===== src/rtl/bin2bcd_seq_pkg.sv =====
// Shared definitions for the sequential binary-to-BCD converter.
// FSM encodings and the digit-count sanity check used at elaboration.
package bin2bcd_seq_pkg;

  localparam logic [1:0] IDLE = 2'd0;
  localparam logic [1:0] CONV = 2'd1;
  localparam logic [1:0] LOAD = 2'd2;

  // True when `digits` decimal digits can hold 2^width - 1.
  function automatic bit digits_ok(int width, int digits);
    longint unsigned lim;
    longint unsigned p;
    lim = (64'd1 << width) - 64'd1;
    p = 64'd1;
    for (int i = 0; i < digits; i++) begin
      if (p <= lim) p = p * 64'd10;
    end
    return p > lim;
  endfunction

endpackage


===== src/rtl/bin2bcd_seq_bcd_add3.sv =====
// Double-dabble correction cell: adds 3 to a BCD digit that is 5 or more.
// Inputs are at most 9, so the 4-bit result never overflows.
module bcd_add3 (
  input  logic [3:0] d,
  output logic [3:0] q
);

  always_comb begin
    q = d;
    if (d >= 4'd5) q = d + 4'd3;
  end

endmodule


===== src/rtl/bin2bcd_seq.sv =====
// Sequential shift-and-add-3 binary-to-BCD converter, one bit per clock.
// Bcd is registered and only updated on completion, so displays never glitch.
module bin2bcd_seq
  import bin2bcd_seq_pkg::*;
#(
  parameter int WIDTH  = 16,
  parameter int DIGITS = 5
) (
  input  logic                  Clk,
  input  logic                  Rst_n,
  input  logic                  Start,
  input  logic [WIDTH-1:0]      Bin,
  output logic                  Busy,
  output logic                  Done,
  output logic [4*DIGITS-1:0]   Bcd
);

  localparam int CW = $clog2(WIDTH + 1);
  localparam int BW = 4 * DIGITS;

  if (WIDTH < 4 || WIDTH > 32) begin : g_wchk
    $fatal(1, "bin2bcd_seq: WIDTH out of range 4..32");
  end
  if (!digits_ok(WIDTH, DIGITS)) begin : g_dchk
    $fatal(1, "bin2bcd_seq: DIGITS too small for WIDTH");
  end

  logic [1:0]       state;
  logic [1:0]       state_n;
  logic [WIDTH-1:0] sr;
  logic [BW-1:0]    scr;
  logic [BW-1:0]    adj;
  logic [CW-1:0]    cnt;
  logic             cap;
  logic             step;
  logic             load;

  for (genvar g = 0; g < DIGITS; g++) begin : g_add3
    bcd_add3 u_add3 (
      .d (scr[4*g +: 4]),
      .q (adj[4*g +: 4])
    );
  end

  always_ff @(posedge Clk or negedge Rst_n) begin
    if (!Rst_n) state <= IDLE;
    else        state <= state_n;
  end

  always_comb begin
    state_n = state;
    unique case (state)
      IDLE:    if (Start) state_n = CONV;
      CONV:    if (cnt == CW'(1)) state_n = LOAD;
      LOAD:    state_n = IDLE;
      default: state_n = IDLE;
    endcase
  end

  always_comb begin
    Busy = (state == CONV) || (state == LOAD);
    cap  = (state == IDLE) && Start;
    step = (state == CONV);
    load = (state == LOAD);
  end

  always_ff @(posedge Clk or negedge Rst_n) begin
    if (!Rst_n) begin
      sr   <= '0;
      scr  <= '0;
      cnt  <= '0;
      Bcd  <= '0;
      Done <= 1'b0;
    end else begin
      Done <= load;
      if (cap) begin
        sr  <= Bin;
        scr <= '0;
        cnt <= CW'(WIDTH);
      end else if (step) begin
        scr <= {adj[BW-2:0], sr[WIDTH-1]};
        sr  <= {sr[WIDTH-2:0], 1'b0};
        cnt <= cnt - CW'(1);
      end
      if (load) Bcd <= scr;
    end
  end

endmodule


===== config.mk =====
export PLATFORM = sky130hd
export DESIGN_NAME = bin2bcd_seq
export DESIGN_NICKNAME = d
export VERILOG_FILES = /design/src/rtl/bin2bcd_seq_pkg.sv /design/src/rtl/bin2bcd_seq_bcd_add3.sv /design/src/rtl/bin2bcd_seq.sv
export SDC_FILE = /design/constraint.sdc
export NUM_CORES = 1
export LEC_CHECK = 0
export CORE_MARGIN = 10
export CORE_UTILIZATION = 50
export DETAILED_ROUTE_END_ITERATION = 10
export HOLD_SLACK_MARGIN = 0.02
export PLACE_DENSITY = 0.86
export SLEW_MARGIN = 20
export SYNTH_ARGS = -nofsm -noshare
export SYNTH_HDL_FRONTEND = slang
export SYNTH_SLANG_ARGS = --single-unit

===== constraint.sdc =====
create_clock -name Clk -period 1.61 [get_ports Clk]
set_input_delay 0.322 -clock Clk [delete_from_list [all_inputs] [get_ports Clk]]
set_output_delay 0.322 -clock Clk [all_outputs]
set_load 0.01 [all_outputs]

Yosys cells after proc, flatten, opt, wreduce, memory -nomap -nowiden
Index checks and enable logic that the tools add are counted.
- bits in latches: 0
- output and inout bits: 22
- input port bits: 19
- ROM bits: 0
- memories: 0
- logic and storage cells: 41
- register bits: 64
- memory bits (writable): 0
- add/sub/neg operators: 6
- multipliers: 0
- shift-type cells: 0
- div/mod/pow operators: 0
- muxes and demuxes: 14
- magnitude comparators: 5
- reduce and logical (&&, ||, !) cells: 5
- bitwise operators: 0
- equality and inequality tests: 5
- operators with widths (cell ; number):
    $mux 20 ; 2
    $mux 16 ; 2
    $ge 4x3->1 const B ; 5
    $add 4x2->4 const B ; 4
    $mux 4 ; 4
    $mux 5 ; 2
    $eq 5x1->1 const B ; 1
    $sub 5x1->5 const B ; 1
    $mux 2 ; 2
    $pmux 2 s2 ; 1
    $add 3x2->3 const B ; 1
    $mux 3 ; 1
    $eq 2x1->1 const B ; 1
    $eq 2x2->1 const B ; 1
    $logic_not 2->1 ; 1
    $ne 2x1->1 const B ; 1
    $ne 2x2->1 const B ; 1
    $reduce_and 2->1 ; 1
    $reduce_bool 2->1 ; 1
    $logic_and 1x1->1 ; 1
    $logic_or 1x1->1 ; 1

Depth between registers and ports, before layout
- word-level depth: 4
- mapped depth: 7
- depth with buffers taken out: 6

By module
A second synthesis with hierarchy kept.
- cells, all modules: 295
- area total of the unflattened synthesis: 3204.3 um2
- modules (own cells, without submodules) (module ; sequential area each (um2) ; area an instance (um2) ; instances ; cells each):
    bin2bcd_seq ; 1601.5 ; 2697.6 ; 1 ; 215
    bcd_add3 ; 0.0 ; 101.3 ; 5 ; 16

Worst setup path after synthesis
No wires, ideal clock.
- path type: reg-to-reg
- start: reg state[0]
- end: reg scr[18]
- clock period less this slack: 1.557 ns
- buffers on the path: 0
- arrival time: 1.488 ns
- data required time: 1.541 ns
- cell stages (with the launch flop): 6
- setup slack: 0.053 ns
- cell sequence: dfrtp_1 inv_1 ha_1 and2_1 or4b_2 nand3_1
- cells in the longest elaborated chain, start to end: 3
- elaborated cells on any way between the ends: 5
- those cells by class: eq/ne: 1; mux: 1; reduce/logical: 3
- RTL lines (element ; RTL line ; RTL):
    from (decl) ; bin2bcd_seq.sv:28 ; logic [1:0] state;
    from (signal assigned) ; bin2bcd_seq.sv:47 ; else state <= state_n;
    $logic_not 2->1 ; bin2bcd_seq.sv:62 ; cap = (state == IDLE) && Start;
    $logic_and 1x1->1 ; bin2bcd_seq.sv:62 ;
    $mux 20 or $reduce_bool 2->1 (tied branches) ; n/a ;
    to (signal assigned) ; bin2bcd_seq.sv:81 ; scr <= {adj[BW-2:0], sr[WIDTH-1]};
    to (decl) ; bin2bcd_seq.sv:31 ; logic [BW-1:0] scr;
Parallel ways exist; a longest one is shown, timed or not.
A chain may end at the register's enable or synchronous reset.

Worst setup path after layout
- start: reg scr[16]
- end: reg scr[18]
- cells in the longest elaborated chain, start to end: 4
- elaborated cells on any way between the ends: 5
- those cells by class: add/sub: 1; order compare: 1; mux: 3
- RTL lines (element ; RTL line ; RTL):
    $ge 4x3->1 or $add 3x2->3 (tied branches) ; bin2bcd_seq_bcd_add3.sv:10 ; if (d >= 4'd5) q = d + 4'd3;
    $mux 3 * ; bin2bcd_seq_bcd_add3.sv:10 ;
    $mux 20 * ; bin2bcd_seq.sv:80 ; end else if (step) begin
    $mux 20 * ; bin2bcd_seq.sv:76 ; if (cap) begin
Every way passes the cells marked *; elsewhere a longest branch is shown, timed or not. The select of a mux whose other input is x is not followed.

==> flow_summary.yaml <==
outcome:
  run_status: "completed"
detailed_routing:
  dr.first_iter.drc_count: 118
  wl_per_cell_um: 15.4
  drc_errors: 0
  drt_wl_total_um: 6810
  avgViaCountPerCell: 5.47
  dr.pass1.iters: 4
  ant_nets: 0
  num_vias: 2425
power:
  powerDensity_nw_per_um2: 1960
  power.leakage_nw: 1.86
  vdd_ir_drop_max_mv: 1.06
timing:
  final.setup_skew_ns: 0.00416
  final_hold_viol_count: 0
  worst_pin_slew_ns: 0.358
  rsz0062_at_grt: "true"
  final.period_utilization_pct: 97.2
  postLayoutSetupSlackWorst_ns: 0.0447
  fmaxAchievable_mhz: 639
  maxSlewHeadroom_pct: 75.8
  total_count_of_max_transition_violations_in_the_final_report: 0
  period_minus_slack_ns: 1.57
  finalSetupTns_ns: 0
  report.final.setup_viol: 0
logic_synthesis:
  synth_top_cell_area_share_pct: 50.8
  synth.lib_cells_used.distinct: 33
  yosys_warnings: 0
  postSynthNetCount: 337
  synth_sequential_area_ratio_pct: 50.8
  netlist_instances: 301
  synth.ff_latch_count: 64
  synth_top_cells_by_area: "dfrtp_1, mux2_2, ha_1"
  post_synthesis_mean_instance_area_um2: 10.5
  synth_top_cell_by_area: "dfrtp_1"
  synth_area_um2: 3150
floorplan:
  dieArea_um2: 9880
  chipWidth_um: 99.4
  floorplan.initialDensity_pct: 52.3
  floorplan.die.height_um: 99.4
  std_cell_rows: 28
  floorplan.io_pins: 41
  coreArea_um2: 6030
worst_setup_path:
  required_time_reported_for_the_critical_path_endpoint_ns: 1.88
  rr_startpoint: "scr[16]"
  critical_path.startpoint: "scr[16]"
  critPathArrivalTime_ns: 1.84
  worst-setup-path-type: "register to register"
  critical_path_peak_fanout: 3
  critPathLaunchType: "register"
  worstSetupEndpointType: "register"
layout:
  antenna_cells_inserted: 0
  postLayoutCoreUtil_pct: 67.5
  areaGrowthSynthToFinish_pct: 29.1
  final_cell_mix: "dfrtp_1, clkdlybuf4s50_1, nand2_1, o21ai_0, mux2_2"
  layout.cells.most_common: "dfrtp_1"
  layout.filler_cells: 454
  layout.nets: 399
  layout-drive-gt1-share_pct: 21.2
clock_network:
  cts_max_path_buffers: 2
  cts.clk_slew.worst_paths_ns: 0.07
  cts_tree: "done"
  cts_htree_levels: 3
  number_of_buffers_inserted_during_clock_tree_synthesis: 9
  clock_latency_ns: 0.34
  tritoncts_num_sinks: 64
  cts_root_buf: "clkbuf_8"
global_routing:
  grt_pass1_wl_um: 11400
  total_gr_overflow: 0
  grt_max_degree: 54
  grt_use_total_pct: 14.1
  number_of_global_route_vias_before_repair: 2449
  antenna_found_initial: 0
placement:
  gp_congestion: 0.847
  preCtsSetupSlack_ns: -0.0757
  detail_placement_hpwl_um: 4750
  place.port_buffers: 40
flow_run:
  max-cap-violations: 0
min_path:
  min-delay-path-class: "input port to asynchronous set/reset pin"
-- through the flow --
step	cells	instance area [µm²]	power, W	hold slack, ns
6_report	443	4070	0.00799	0.398
3_5_place_dp	423	3820	0.00663	0.221
4_1_cts	443	4040	0.00796	0.383
3_3_place_gp	423	3820	0.00642	0.219
5_1_grt	443	4070	0.00863	0.411
2_1_floorplan	301	3150	0.00501	0.0264
-- kinds of logic (layout without fill, tap and decap cells) --
group	Yosys count	after routing	share of synthesized area, %
simple gates	85	85	13.3
fa+ha+maj	17	17	6.75
buf+inv	31	98	4.01
xor+xnor	7	7	1.94
flops	64	64	50.8
mux	38	38	12.9
compound gates	59	59	10.2
-- synthesized netlist by cell type --
| master | number |
|---|---|
| a211oi_1 | 1 |
| a21oi_1 | 13 |
| a21oi_2 | 1 |
| a22oi_1 | 2 |
| a31oi_1 | 4 |
| and2_1 | 1 |
| and3_1 | 4 |
| buf_2 | 8 |
| clkbuf_1 | 8 |
| dfrtp_1 | 64 |
| ha_1 | 17 |
| inv_1 | 15 |
| mux2_2 | 22 |
| mux2i_1 | 16 |
| nand2_1 | 33 |
| nand2b_1 | 6 |
| nand3_1 | 6 |
| nand3b_1 | 3 |
| nand4_1 | 3 |
| nor2_1 | 11 |
| nor2b_1 | 4 |
| nor3_1 | 6 |
| nor4b_1 | 1 |
| o21a_1 | 1 |
| o21ai_0 | 33 |
| o22ai_1 | 1 |
| o31ai_1 | 3 |
| or2_2 | 2 |
| or3_1 | 3 |
| or4b_1 | 1 |
| or4b_2 | 1 |
| xnor2_1 | 3 |
| xor2_1 | 4 |
-- worst max-delay path: stages, from the launching register on --
cell and delay, ns:
dfrtp_1 0.34, inv_1 0.07, ha_1 0.22, nand2b_1 0.08, a21oi_1 0.08, or4b_2 0.62, nand3_1 0.09
-- path summary, 6_finish.rpt --
kind	end	slack [ns]	cells after the start
min in group Clk	Bcd[4]	0.51	1
max	scr[18]	0.04	6
max in group asynchronous	scr[6]	0.64	3
max reg2reg	scr[18]	0.04	6
min reg2reg	Bcd[4]	0.51	1
min	sr[10]	0.40	2
-- state kept, by name (all words and copies together) (netlist names) --
register  count
Bcd          20
scr          20
sr           16
cnt           5
state         2
Done          1
-- power breakdown --
group | total (W) | internal [W] | switching (W)
combinational | 0.00389 | 0.00204 | 0.00185
clock | 0.00127 | 0.000678 | 0.000593
sequential | 0.00283 | 0.00230 | 0.000531
-- cell type report --
class	instances	area, µm²	share of cell area (%)
tap	75	93.8	2.31
inverter	15	56.3	1.38
multi-input combinational	206	1460	35.8
sequential	64	1600	39.3
clock buffer	13	169	4.15
clock inverter	3	15.0	0.369
timing repair buffer	67	677	16.6
-- layer usage --
layer	share of wire [%]	vias up	wire length (µm)	global-route usage (%)
met5	0	-	0	0
met4	2.4	0	163	6.95
met3	5.6	13	380	4.57
met2	50	66	3410	23.2
met1	42	1182	2850	16.1
li1	-	1164	-	-
-- repair_timing --
action / 4_1_cts / 5_1_grt
hold endpoints to repair: 11 / 0
hold buffers: 1 / 0
cloned: 0 / 0
endpoints found under the setup margin: 3 / 27
gates resized for setup: 4 / 12
setup buffers: 3 / 0
Note: power is estimated with default switching activity, not from simulation.
